[config.mk]
export PLATFORM = sky130hd
export DESIGN_NAME = freq_scan_ctrl
export DESIGN_NICKNAME = d
export VERILOG_FILES = /design/src/rtl/freq_scan_ctrl_pkg.sv /design/src/rtl/freq_scan_ctrl_edge_counter.sv /design/src/rtl/freq_scan_ctrl.sv
export SDC_FILE = /design/constraint.sdc
export NUM_CORES = 1
export LEC_CHECK = 0
export ABC_AREA = 1
export CAP_MARGIN = 30
export CORE_ASPECT_RATIO = 1.5
export CORE_MARGIN = 2
export CORE_UTILIZATION = 40
export DETAILED_ROUTE_END_ITERATION = 16
export GPL_TIMING_DRIVEN = 0
export PLACE_DENSITY = 0.65
export SLEW_MARGIN = 0
export SYNTH_ARGS = -nofsm -noshare
export SYNTH_HDL_FRONTEND = slang
export SYNTH_SLANG_ARGS = --single-unit
export TNS_END_PERCENT = 50
[constraint.sdc]
create_clock -name clk -period 1.85 [get_ports clk]
set_input_delay 0.2775 -clock clk [delete_from_list [all_inputs] [get_ports clk]]
set_output_delay 0.2775 -clock clk [all_outputs]
set_load 0.1 [all_outputs]
[src/rtl/freq_scan_ctrl_pkg.sv]
// freq_scan_ctrl_pkg
// Shared definitions for the frequency scan controller:
//   state_t  - FSM state encoding (IDLE=0, SETTLE=1, GATE=2, STORE=3)
//   max_int  - elaboration-time helper for sizing the window counter
`timescale 1ns/1ps
package freq_scan_ctrl_pkg;

  localparam int STATE_W = 2;

  typedef enum logic [STATE_W-1:0] {
    ST_IDLE   = 2'd0,
    ST_SETTLE = 2'd1,
    ST_GATE   = 2'd2,
    ST_STORE  = 2'd3
  } state_t;

  function automatic int max_int(input int a, input int b);
    return (a > b) ? a : b;
  endfunction

endpackage

[src/rtl/freq_scan_ctrl_edge_counter.sv]
// freq_scan_ctrl_edge_counter
// Synchronizes one (already muxed) asynchronous signal, detects rising edges
// and counts them into a saturating CW-bit counter.
// Ports:
//   clk, rst_n  - system clock, async active-low reset
//   sig         - asynchronous input
//   clear       - holds the counter at zero (has priority over enable)
//   enable      - counting window open
//   count_next  - value the counter takes at the next clock edge
`timescale 1ns/1ps
module freq_scan_ctrl_edge_counter #(
  parameter int CW = 14
) (
  input  logic          clk,
  input  logic          rst_n,
  input  logic          sig,
  input  logic          clear,
  input  logic          enable,
  output logic [CW-1:0] count_next
);

  logic          sync1;
  logic          sync2;
  logic          hist;
  logic          edge_det;
  logic [CW-1:0] count;

  assign edge_det = sync2 & ~hist;

  always_comb begin
    count_next = count;
    if (clear)
      count_next = '0;
    else if (enable && edge_det && (count != '1))
      count_next = count + CW'(1);
  end

  always_ff @(posedge clk or negedge rst_n) begin
    if (!rst_n) begin
      sync1 <= 1'b0;
      sync2 <= 1'b0;
      hist  <= 1'b0;
      count <= '0;
    end else begin
      sync1 <= sig;
      sync2 <= sync1;
      hist  <= sync2;
      count <= count_next;
    end
  end

endmodule

[src/rtl/freq_scan_ctrl.sv]
// freq_scan_ctrl
// Time-shares one edge-counting datapath across NCH asynchronous inputs:
// settles on each enabled channel, counts rising edges over a fixed gate
// window, stores a saturated count per channel and streams it out.
// Ports:
//   clk, rst_n     - system clock, async active-low reset
//   run            - 1 = scan continuously, 0 = stop/abort
//   ch_mask        - channel enables
//   sig_in         - asynchronous input signals
//   rd_ch/rd_data  - registered result readback (with write bypass)
//   cur_ch, busy   - scan status
//   meas_valid, meas_ch, meas_freq - per-measurement result stream
//   sweep_done     - pulse with the last enabled channel's meas_valid
//
// state  | meaning
// IDLE   | waiting for run with a non-zero mask
// SETTLE | synchronizer flushing after a channel switch, counter held at 0
// GATE   | counting rising edges for GATE_CYCLES cycles
// STORE  | result written and presented, next channel picked
`timescale 1ns/1ps
module freq_scan_ctrl
  import freq_scan_ctrl_pkg::*;
#(
  parameter int NCH           = 4,
  parameter int CW            = 14,
  parameter int GATE_CYCLES   = 10000,
  parameter int SETTLE_CYCLES = 4,
  localparam int CHW          = $clog2(NCH)
) (
  input  logic           clk,
  input  logic           rst_n,
  input  logic           run,
  input  logic [NCH-1:0] ch_mask,
  input  logic [NCH-1:0] sig_in,
  input  logic [CHW-1:0] rd_ch,
  output logic [CW-1:0]  rd_data,
  output logic [CHW-1:0] cur_ch,
  output logic           busy,
  output logic           meas_valid,
  output logic [CHW-1:0] meas_ch,
  output logic [CW-1:0]  meas_freq,
  output logic           sweep_done
);

  localparam int WIN_W = $clog2(max_int(GATE_CYCLES, SETTLE_CYCLES) + 1);
  localparam logic [WIN_W-1:0] SETTLE_LOAD = WIN_W'(SETTLE_CYCLES - 1);
  localparam logic [WIN_W-1:0] GATE_LOAD   = WIN_W'(GATE_CYCLES - 1);

  state_t         state;
  logic [WIN_W-1:0] win;
  logic [CW-1:0]  count_next;
  logic           gate_end;
  logic [CW-1:0]  result [NCH];

  function automatic logic [CHW-1:0] lowest_ch(input logic [NCH-1:0] mask);
    lowest_ch = '0;
    for (int i = NCH - 1; i >= 0; i--)
      if (mask[i]) lowest_ch = CHW'(i);
  endfunction

  function automatic logic has_above(input logic [NCH-1:0] mask, input logic [CHW-1:0] cur);
    has_above = 1'b0;
    for (int i = 0; i < NCH; i++)
      if (mask[i] && (i > int'(cur))) has_above = 1'b1;
  endfunction

  function automatic logic [CHW-1:0] next_ch(input logic [NCH-1:0] mask, input logic [CHW-1:0] cur);
    next_ch = lowest_ch(mask);
    for (int i = NCH - 1; i >= 0; i--)
      if (mask[i] && (i > int'(cur))) next_ch = CHW'(i);
  endfunction

  freq_scan_ctrl_edge_counter #(.CW(CW)) u_edge_counter (
    .clk        (clk),
    .rst_n      (rst_n),
    .sig        (sig_in[cur_ch]),
    .clear      (state != ST_GATE),
    .enable     (state == ST_GATE),
    .count_next (count_next)
  );

  // Last gate cycle with run still high: count_next already includes the
  // final cycle's edge, so the result is captured on entry to STORE and is
  // visible for the whole STORE cycle.
  assign gate_end = (state == ST_GATE) && run && (win == '0);

  assign busy = (state != ST_IDLE);

  // Mask is looked at during STORE itself, where meas_valid is high and
  // meas_ch equals the channel just measured.
  assign sweep_done = meas_valid && !has_above(ch_mask, meas_ch);

  always_ff @(posedge clk or negedge rst_n) begin
    if (!rst_n) begin
      state      <= ST_IDLE;
      win        <= '0;
      cur_ch     <= '0;
      meas_valid <= 1'b0;
      meas_ch    <= '0;
      meas_freq  <= '0;
    end else begin
      meas_valid <= 1'b0;
      case (state)
        ST_IDLE: begin
          if (run && (|ch_mask)) begin
            cur_ch <= lowest_ch(ch_mask);
            win    <= SETTLE_LOAD;
            state  <= ST_SETTLE;
          end
        end
        ST_SETTLE: begin
          if (!run) begin
            state <= ST_IDLE;
          end else if (win == '0) begin
            win   <= GATE_LOAD;
            state <= ST_GATE;
          end else begin
            win <= win - WIN_W'(1);
          end
        end
        ST_GATE: begin
          if (!run) begin
            state <= ST_IDLE;
          end else if (gate_end) begin
            meas_valid <= 1'b1;
            meas_ch    <= cur_ch;
            meas_freq  <= count_next;
            state      <= ST_STORE;
          end else begin
            win <= win - WIN_W'(1);
          end
        end
        ST_STORE: begin
          if (!run || (ch_mask == '0)) begin
            state <= ST_IDLE;
          end else begin
            cur_ch <= next_ch(ch_mask, cur_ch);
            win    <= SETTLE_LOAD;
            state  <= ST_SETTLE;
          end
        end
        default: state <= ST_IDLE;
      endcase
    end
  end

  always_ff @(posedge clk or negedge rst_n) begin
    if (!rst_n) begin
      for (int i = 0; i < NCH; i++) result[i] <= '0;
      rd_data <= '0;
    end else begin
      if (gate_end) result[cur_ch] <= count_next;
      if (gate_end && (cur_ch == rd_ch))
        rd_data <= count_next;
      else
        rd_data <= result[rd_ch];
    end
  end

endmodule

# Yosys cells after proc, flatten, opt, wreduce, memory -nomap -nowiden
# Index checks and enable logic that the tools add are counted.
[totals]
reg_bits = 122
in_bits = 13
output_inout_bits = 35
elab_cells = 112
[op_classes]
n_addsub = 2
n_lt_le_gt_ge = 10
n_eq_ne = 13
mux = 41
n_bitwise = 4
n_reduce_logical = 27
[op_table]
columns = ["op", "n"]
rows = [
  ["$mux W14", 12],
  ["$bwmux W56", 1],
  ["$pmux W14 S4", 1],
  ["$bmux W14 S2", 1],
  ["$demux W14 S2", 1],
  ["$mux W2", 14],
  ["$add A14 B1 Y14 const B", 1],
  ["$logic_and A1 B1 Y1", 14],
  ["$logic_not A14 Y1", 1],
  ["$ne A14 B14 Y1 const B", 1],
  ["$sub A14 B1 Y14 const B", 1],
  ["$ne A2 B2 Y1 const B", 6],
  ["$reduce_and A3 Y1", 3],
  ["$gt A2 B2 Y1 const A", 4],
  ["$mux W1", 8],
  ["$pmux W2 S4", 1],
  ["$ge A3 B3 Y1 const B", 2],
  ["$ne A3 B3 Y1 const B", 2],
  ["$not A2 Y3", 2],
  ["$reduce_and A5 Y1", 1],
  ["$eq A2 B2 Y1 const B", 2],
  ["$gt A1 B2 Y1 const A", 2],
  ["$logic_not A4 Y1", 1],
  ["$pmux W2 S2", 1],
  ["12 further kinds", 14],
]

# Logic depth before layout (Yosys ltp)
# Gate-level depths: netlist of run 1.
[logic_depth]
word_depth = 9
ltp_mapped = 12
ltp_nobuf = 10

# By module
# A second synthesis of run 1 with hierarchy kept.
[hier_totals]
cells_unflattened = 742
hier_area_um2 = 6180.9
[by_module_without_submodules]
columns = ["mod", "n_inst", "cells_each", "area_per_inst_um2", "seq_area_each_um2"]
rows = [
  ["freq_scan_ctrl", 1, 604, 5212.5, 2627.5],
  ["freq_scan_ctrl_edge_counter", 1, 138, 968.4, 425.4],
]

# Least setup slack after synthesis of run 1
# OpenSTA, ideal clock, no wires.
[synth_path]
path_kind = "reg-to-output"
startpoint = "register meas_ch[1]"
endpoint = "output sweep_done"
arrival_ps = 2650
required_time_ps = 1572
slack_ps = -1077
stages_incl_launch_ff = 3
n_path_buf = 0
path_cell_list = "dfrtp_1 > o21ai_0 > a21oi_1"
[synth_via]
elab_chain_cells = 7
word_cells_on_any_way = 11
cone_classes = "order compare: 3; mux: 3; reduce/logical: 5"
[synth_rtl]
columns = ["element", "line", "source"]
rows = [
  ["start, declared", "freq_scan_ctrl.sv:40", "output logic [CHW-1:0] meas_ch,"],
  ["start signal, assigned", "freq_scan_ctrl.sv:126", "meas_ch <= cur_ch;"],
  ["$gt A1 B2 Y1", "freq_scan_ctrl.sv:64", "if (mask[i] && (i > int'(cur))) has_above = 1'b1;"],
  ["$logic_and A1 B1 Y1", "freq_scan_ctrl.sv:64", ""],
  ["$mux W1 (2 in series)", "freq_scan_ctrl.sv:64", ""],
  ["$mux W1 *", "freq_scan_ctrl.sv:64", ""],
  ["$logic_not A1 Y1 *", "freq_scan_ctrl.sv:91", "assign sweep_done = meas_valid && !has_above(ch_mask, meas_ch);"],
  ["$logic_and A1 B1 Y1 *", "freq_scan_ctrl.sv:91", ""],
  ["end, declared", "freq_scan_ctrl.sv:42", "output logic sweep_done"],
]
# Mark *: on every way between the ends. The rest lies on a longest branch, timed or not.

# Worst setup path in the final report of run 1
[layout_path]
startpoint = "register u_edge_counter.count[0]"
endpoint = "register rd_data[1]"
[layout_via]
elab_chain_cells = 5
word_cells_on_any_way = 6
cone_classes = "add/sub: 1; eq/ne: 1; mux: 3; reduce/logical: 1"
[layout_rtl]
columns = ["element", "line", "source"]
rows = [
  ["start, declared", "freq_scan_ctrl_edge_counter.sv:26", "logic [CW-1:0] count;"],
  ["start signal, assigned", "freq_scan_ctrl_edge_counter.sv:48", "count <= count_next;"],
  ["parallel branches: the longest is 2 deep, another holds $add A14 B1 Y14", "n/a", ""],
  ["$mux W14 *", "freq_scan_ctrl_edge_counter.sv:34", "else if (enable && edge_det && (count != '1))"],
  ["$mux W14 *", "freq_scan_ctrl_edge_counter.sv:32", "if (clear)"],
  ["net count_next[1]", "freq_scan_ctrl.sv:51", "logic [CW-1:0] count_next;"],
  ["$mux W14 *", "freq_scan_ctrl.sv:153", "if (gate_end && (cur_ch == rd_ch))"],
  ["end signal, assigned", "freq_scan_ctrl.sv:154", "rd_data <= count_next;"],
  ["end signal, assigned", "freq_scan_ctrl.sv:156", "rd_data <= result[rd_ch];"],
  ["end, declared", "freq_scan_ctrl.sv:36", "output logic [CW-1:0] rd_data,"],
]
# Mark *: on every way through the listed nets, which the timed path passes.
# A chain may end at the register's enable or synchronous reset.

==> results of run 1 <==
## registers in the layout (all words and copies together) (netlist names)
name and count:
win 14, rd_data 14, meas_ch 2, u_edge_counter.hist 1
result 56, meas_freq 14, u_edge_counter.sync1 1, u_edge_counter.sync2 1
meas_valid 1, state 2, u_edge_counter.count 14, cur_ch 2
## through the flow
stage          instance area, sq um  setup slack (ns)
3_3_place_gp                   7070             -5.29
6_report                       8270            0.0258
4_1_cts                        7920            -0.250
5_1_grt                        8270           -0.0553
2_1_floorplan                  6340           -0.0429
3_5_place_dp                   7100            -0.726
## per-layer routing
| metal | global-route usage [%] | vias to the layer above |
|---|---|---|
| li1 | - | 2823 |
| met1 | 24.4 | 2824 |
| met2 | 40.4 | 179 |
| met3 | 4.16 | 41 |
| met4 | 9.77 | 0 |
| met5 | 0 | - |
## where the power goes
part / internal (mW) / leakage (nW) / switching [mW]
registers: 2.87 / 1.66 / 0.158
logic: 0.904 / 2.14 / 1.90
clock network: 2.13 / 0.279 / 1.15
## worst reg2reg max path, stage by stage, from the launching register on
cell and delay, ns:
dfrtp_2 0.43, ha_4 0.17, nand3_1 0.09, nor2_2 0.18, nand3_2 0.15, nand2_4 0.18
clkbuf_16 0.18, nand3_1 0.11, nand2_4 0.13, nand2_1 0.06, nand2_1 0.10
## final cells by class
class                      count  area [sq um]
timing repair buffer          86           806
buffer                        28           211
fill                        1478          7290
sequential                   122          3060
clock inverter                 9           125
tap                          203           254
multi-input combinational    595          3100
inverter                      64           259
clock buffer                  21           450
## Yosys cell counts (6+ instances only)
master,instances
o21ai_1,11
nand2_1,280
clkbuf_1,11
dfrtp_1,122
inv_1,54
ha_1,7
nor2_2,7
xor2_1,6
nor2_1,72
o21ai_0,48
nor2_4,9
nand2_2,12
buf_2,9
o22ai_1,14
nand3_1,76
inv_2,8
a21oi_1,12
nand4_1,13
## worst max-delay path by stage
stage	startpoint	endpoint	slack, ns
6_report	u_edge_counter.count[0]	rd_data[1]	0.03
5_1_grt	win[0]	win[11]	-0.06
4_1_cts	state[1]	win[10]	-0.25
3_5_place_dp	ch_mask[2]	sweep_done	-0.73
3_3_place_gp	rst_n	cur_ch[1]	-5.29
2_1_floorplan	state[1]	win[11]	-0.04
## cell families (layout without fill, tap and decap cells)
kind of cell,after synthesis,after routing,synth area share [%]
AOI/OAI and AO/OA,94,94,8.26
xor gates and xnor gates,10,10,1.39
adders and majority gates,7,7,1.39
buffers and inverters,92,208,6.27
DFF,122,122,48.5
and+or+nand+nor,484,484,34.2
## what timing repair did
item | CTS | global route
hold buffers | 1 | 0
pin swaps | 6 | 19
endpoints found under the hold margin | 31 | 0
setup endpoints to repair | 146 | 118
setup buffers | 12 | 24
gates cloned | 0 | 1
gates resized for setup | 136 | 60
==> results.json, run 1 <==
{
  "rows": 56,
  "r2r-start": "u_edge_counter.count[0]",
  "synthCells": 809,
  "hold_path.class": "input port to asynchronous set/reset pin",
  "drt_pass1_iterations": 5,
  "final_cells": 1128,
  "drtAntennaViolNets": 0,
  "crit_fanout": 7,
  "yosysTopAreaCell": "dfrtp_1",
  "start_util_pct": 40.5,
  "worstMarginPinSlew_ns": 0.944,
  "period_share_pct": 98.6,
  "synth_seq_area_share_pct": 48.5,
  "die_h_um": 158,
  "drt_iter0_markers": 404,
  "cts.sinks": 122,
  "avgSynthCellArea_sq_um": 7.79,
  "area_delta_synth_final_pct": 31.2,
  "yosysWarningCount": 0,
  "p_total_mw": 9.11,
  "cts_buffers": 17,
  "reg2reg_to": "rd_data[1]",
  "skew_ns": 0.00864,
  "power_density_nw_per_um2": 1100,
  "postLayoutCoreUtil_pct": 53.2,
  "wl_met1_um": 6850,
  "ios": 48,
  "worst_hold_slack_ns": 0.314,
  "fin_setup_tns_ns": 0,
  "fin_nets": 934,
  "h-tree-depth": 4,
  "insertion_delay_ns": 0.41,
  "avgViaCountPerCell": 5.20,
  "crit_type": "register to register",
  "clkTransAtPathRegs_ns": 0.05,
  "critical_path.cell_chain": "ha_4 > nand3_1 > nor2_2 > nand3_2 > nand2_4 > clkbuf_16 > nand3_1 > nand2_4 > nand2_1 > nand2_1",
  "antenna_found_initial": 0,
  "drv_slew": 0,
  "reg2reg_setup_slack_ns": 0.03,
  "io_buffers": 47,
  "post-route-drc-count": 0,
  "grt_pass1_vias": 5676,
  "async_reset_ff_share_pct": 100,
  "final_cell_mix": "nand2_1, dfrtp_1, nor2_1, nand3_1, inv_1",
  "clockRootBuffer": "clkbuf_16",
  "cts_buffer_depth": 2,
  "finalSetupViolCount": 0,
  "slowest_delay_ns": 0.43,
  "synth_edf_count": 0,
  "synth_area_leaders": "dfrtp_1, nand2_1, nand3_1",
  "grt_pass1_wl_um": 28400,
  "ff2ff_path_depth": 10,
  "dieWidth_um": 106,
  "slowest_stage": "dfrtp_2",
  "min_period_ns": 1.82,
  "cts_tree": "done",
  "path_buf_inv": 1,
  "dr.max_layer_used": "met4",
  "synth_cell_types": 38,
  "post-place-cells": 1060,
  "vdd_drop_max_uv": 945,
  "synth_fp_nets": 829,
  "grt_remaining_overflow": 0,
  "maxCapViolCount": 0,
  "grt_setup_unrepaired": "yes",
  "cp_num_cells": 10,
  "netlist_area_sq_um": 6300,
  "dieArea_sq_um": 16800,
  "antenna_cells": 0,
  "start_kind": "register",
  "hold_viol": 0,
  "dr_wl_met3_um": 841,
  "fmax_mhz": 548,
  "status": "finished, final reports clean",
  "required_ns": 2.18,
  "grt_start_max_net_pins": 92,
  "p_leak_nw": 4.08,
  "synthFlopType": "dfrtp_1",
  "post_drt_wl_per_cell_um": 15.8,
  "yosys.area.top_type_share_pct": 48.5,
  "cp-end-kind": "register",
  "vias": 5867,
  "ys_ff_latch": 122,
  "wl_met2_um": 9490,
  "crit_arrival_ns": 2.15,
  "wirelength_um": 17800,
  "grtUsageTotal_pct": 21.9,
  "max_slew_margin_pct": 37.3,
  "dp_hpwl_um": 12100,
  "drive_gt1_share_pct": 23.5,
  "cp_top_family": "simple AND/OR/NAND/NOR gates",
  "final_common_cell": "nand2_1",
  "gp_congestion": 0.852,
  "core_area_sq_um": 15600
}
Power figures use the tool's default switching activity.
==> run 2, diff against run 1 <==
--- a/config.mk
+++ b/config.mk
@@ -10,7 +10,9 @@
 export CORE_ASPECT_RATIO = 1.5
 export CORE_MARGIN = 2
 export CORE_UTILIZATION = 40
+export CTS_CLUSTER_DIAMETER = 100
 export DETAILED_ROUTE_END_ITERATION = 16
+export GPL_ROUTABILITY_DRIVEN = 0
 export GPL_TIMING_DRIVEN = 0
 export PLACE_DENSITY = 0.65
 export SLEW_MARGIN = 0
==> results of run 2 <==
No change in the layout: final DEF, timing and power equal those of run 1.
==> run 3, diff against run 2 <==
--- a/config.mk
+++ b/config.mk
@@ -9,12 +9,12 @@
 export CAP_MARGIN = 30
 export CORE_ASPECT_RATIO = 1.5
 export CORE_MARGIN = 2
-export CORE_UTILIZATION = 40
+export CORE_UTILIZATION = 53
 export CTS_CLUSTER_DIAMETER = 100
 export DETAILED_ROUTE_END_ITERATION = 16
 export GPL_ROUTABILITY_DRIVEN = 0
 export GPL_TIMING_DRIVEN = 0
-export PLACE_DENSITY = 0.65
+export PLACE_DENSITY = 0.81
 export SLEW_MARGIN = 0
 export SYNTH_ARGS = -nofsm -noshare
 export SYNTH_HDL_FRONTEND = slang
==> run 3 against run 2 <==
The flow now finishes with violations (setup timing). Setup slack worse by 0.033 ns. Clock skew about the same. Register-to-register slack lost 0.03 ns. Clock power decreased by 7.6%. Clock-buffer cell count up 2. Combinational power fell by 6%. Sequential share of layout area up 0.28 points. First-iteration DRC count increased by 60%. Worst hold slack got worse by 0.022 ns. Final cell count fell by 5.1%. Design area shrank 0.79%. Die area decreased by 24%. Critical path type unchanged. Critical endpoint is now result[14]. Largest power group is now sequential cells.
==> results.json, run 3 (synthesis results as in run 1) <==
{
  "worstMarginPinSlew_ns": 0.946,
  "crit_arrival_ns": 2.21,
  "r2r-start": "u_edge_counter.count[1]",
  "required_ns": 2.20,
  "slowest_delay_ns": 0.41,
  "hold_path.class": "input port to asynchronous set/reset pin",
  "reg2reg_setup_slack_ns": -0.007,
  "core_area_sq_um": 11500,
  "antenna_cells": 0,
  "finalSetupViolCount": 1,
  "dp_hpwl_um": 11600,
  "placed_area_sq_um": 7030,
  "drive_gt1_share_pct": 24.0,
  "p_clk_share_pct": 34.8,
  "crit_fanout": 7,
  "drt_iter0_markers": 645,
  "comb_power_share_pct": 30.2,
  "reg2reg_to": "result[14]",
  "status": "complete, but fails checks",
  "h-tree-depth": 4,
  "rows": 48,
  "slowest_stage": "dfrtp_1",
  "ios": 48,
  "clkTransAtPathRegs_ns": 0.06,
  "max_slew_margin_pct": 37.1,
  "wirelength_um": 18200,
  "power_density_nw_per_um2": 1060,
  "post_drt_wl_per_cell_um": 17.0,
  "fin_setup_tns_ns": -0.00737,
  "drv_slew": 0,
  "maxCapViolCount": 0,
  "skew_ns": 0.00844,
  "critical_path.cell_chain": "ha_4 > nand3_2 > nor2_4 > nand3_4 > nand2_4 > buf_4 > nand3_1 > o21ai_2 > nand2_1 > nand2_1",
  "grt_pass1_vias": 5822,
  "area_delta_synth_final_pct": 30.2,
  "finish.instance_area_sq_um": 8200,
  "drtAntennaViolNets": 0,
  "grt_pass1_wl_um": 28600,
  "top_register": "result",
  "final_cell_mix": "nand2_1, dfrtp_1, nor2_1",
  "cts_buffers": 17,
  "clockRootBuffer": "clkbuf_16",
  "die_h_um": 138,
  "insertion_delay_ns": 0.42,
  "grtUsageTotal_pct": 29.0,
  "crit_path_frequent_cell": "nand2_1",
  "fmax_mhz": 538,
  "swShare_pct": 37.0,
  "met1_usage_pct": 33.3,
  "met3_usage_pct": 5.31,
  "grt_remaining_overflow": 0,
  "fin_ws_ns": -0.00737,
  "antenna_found_initial": 0,
  "cts.sinks": 122,
  "dieWidth_um": 93.0,
  "multiInputGateArea_sq_um": 3160,
  "p_leak_nw": 4.08,
  "crit_type": "register to register",
  "use_met2_pct": 50.5,
  "io_buffers": 47,
  "postLayoutCoreUtil_pct": 71.1,
  "internal-power_mw": 5.48,
  "post-route-drc-count": 0,
  "grt_start_max_net_pins": 96,
  "fin_nets": 928,
  "cp-end-kind": "register",
  "start_util_pct": 54.6,
  "final_common_cell": "nand2_1",
  "grt_setup_unrepaired": "yes",
  "min_period_ns": 1.86,
  "avgViaCountPerCell": 5.64,
  "final-seq-area_sq_um": 3060,
  "drt_pass1_iterations": 5,
  "seqPwrFrac_pct": 35.0,
  "cts_buffer_depth": 2,
  "dieArea_sq_um": 12800,
  "ff2ff_path_depth": 10,
  "hold_viol": 0,
  "p_total_mw": 8.70,
  "p_switching_mw": 3.22,
  "largest_reg_flops": 56,
  "vdd_drop_max_uv": 1470,
  "start_kind": "register",
  "period_share_pct": 100,
  "violations": "setup timing",
  "grt_busiest_layer": "met2",
  "nFillCells": 839,
  "cts_tree": "done",
  "vias": 6044
}
==> run 3: cell types whose count changed in the layout (fill, tap and decap cells not counted), sizes merged <==
cell,change
buf,-6
bufinv,-2
clkbuf,+3
clkdlybuf4s15,-1
clkinvlp,+1
inv,+1
==> run 3: repair_timing <==
item | CTS | global route
pin swaps | 8 | 31
buffers inserted | 19 | 11
hold buffers | 1 | 0
endpoints found under the setup margin | 146 | 109
resized for setup | 122 | 96
gates cloned | 1 | 0
endpoints found under the hold margin | 27 | 0
==> run 3: power groups by stage <==
| stage | Combinational [mW] | Sequential [mW] | Clock [mW] |
|---|---|---|---|
| global placement | 2.36 | 3.07 | 0 |
| CTS | 2.52 | 3.03 | 3.02 |
| global route | 2.87 | 3.06 | 3.15 |
| floorplan | 1.50 | 3.38 | 0 |
| detailed placement | 2.39 | 3.07 | 0 |
| finish | 2.63 | 3.04 | 3.02 |
==> run 3: worst max path at each step <==
stage / slack [ns] / startpoint / endpoint
2_1_floorplan: -0.04 / state[1] / win[11]
6_report: -0.007 / u_edge_counter.count[1] / result[14]
5_1_grt: -0.06 / u_edge_counter.count[1] / result[14]
4_1_cts: 0.009 / state[0] / result[22]
3_3_place_gp: -5.06 / rst_n / cur_ch[1]
3_5_place_dp: -0.75 / ch_mask[2] / sweep_done
==> run 3: through the flow <==
step                      instances  hold slack, ns  setup WS, ns
after floorplan                 809         -0.0181       -0.0429
after global placement         1006           0.334         -5.06
after detailed placement       1007           0.167        -0.747
after CTS                      1060           0.298       0.00934
after global routing           1071           0.319       -0.0586
final                          1071           0.292      -0.00737
==> run 3: worst max-delay path, delay by kind of cell (launching register included) <==
kind | cells | cell delay [ns]
adder cells (fa/ha/maj) | 1 | 0.17
buffers and inverters | 1 | 0.12
AO/OA/AOI/OAI | 1 | 0.21
AND/OR/NAND/NOR | 7 | 0.87
flip-flops | 1 | 0.41
==> run 3: metal layers <==
| layer | vias up | routed length [um] |
|---|---|---|
| met5 | - | 0 |
| met3 | 72 | 1020 |
| met2 | 289 | 9300 |
| met4 | 0 | 1080 |
| li1 | 2798 | - |
| met1 | 2885 | 6830 |
==> run 3: area by class of cell <==
cell class | count | share of cell area (%)
multi-input combinational | 595 | 38.5
sequential | 122 | 37.3
timing repair buffer | 80 | 9.71
clock buffer | 23 | 5.46
inverter | 64 | 3.23
buffer | 28 | 2.52
tap | 150 | 2.29
clock inverter | 9 | 0.915
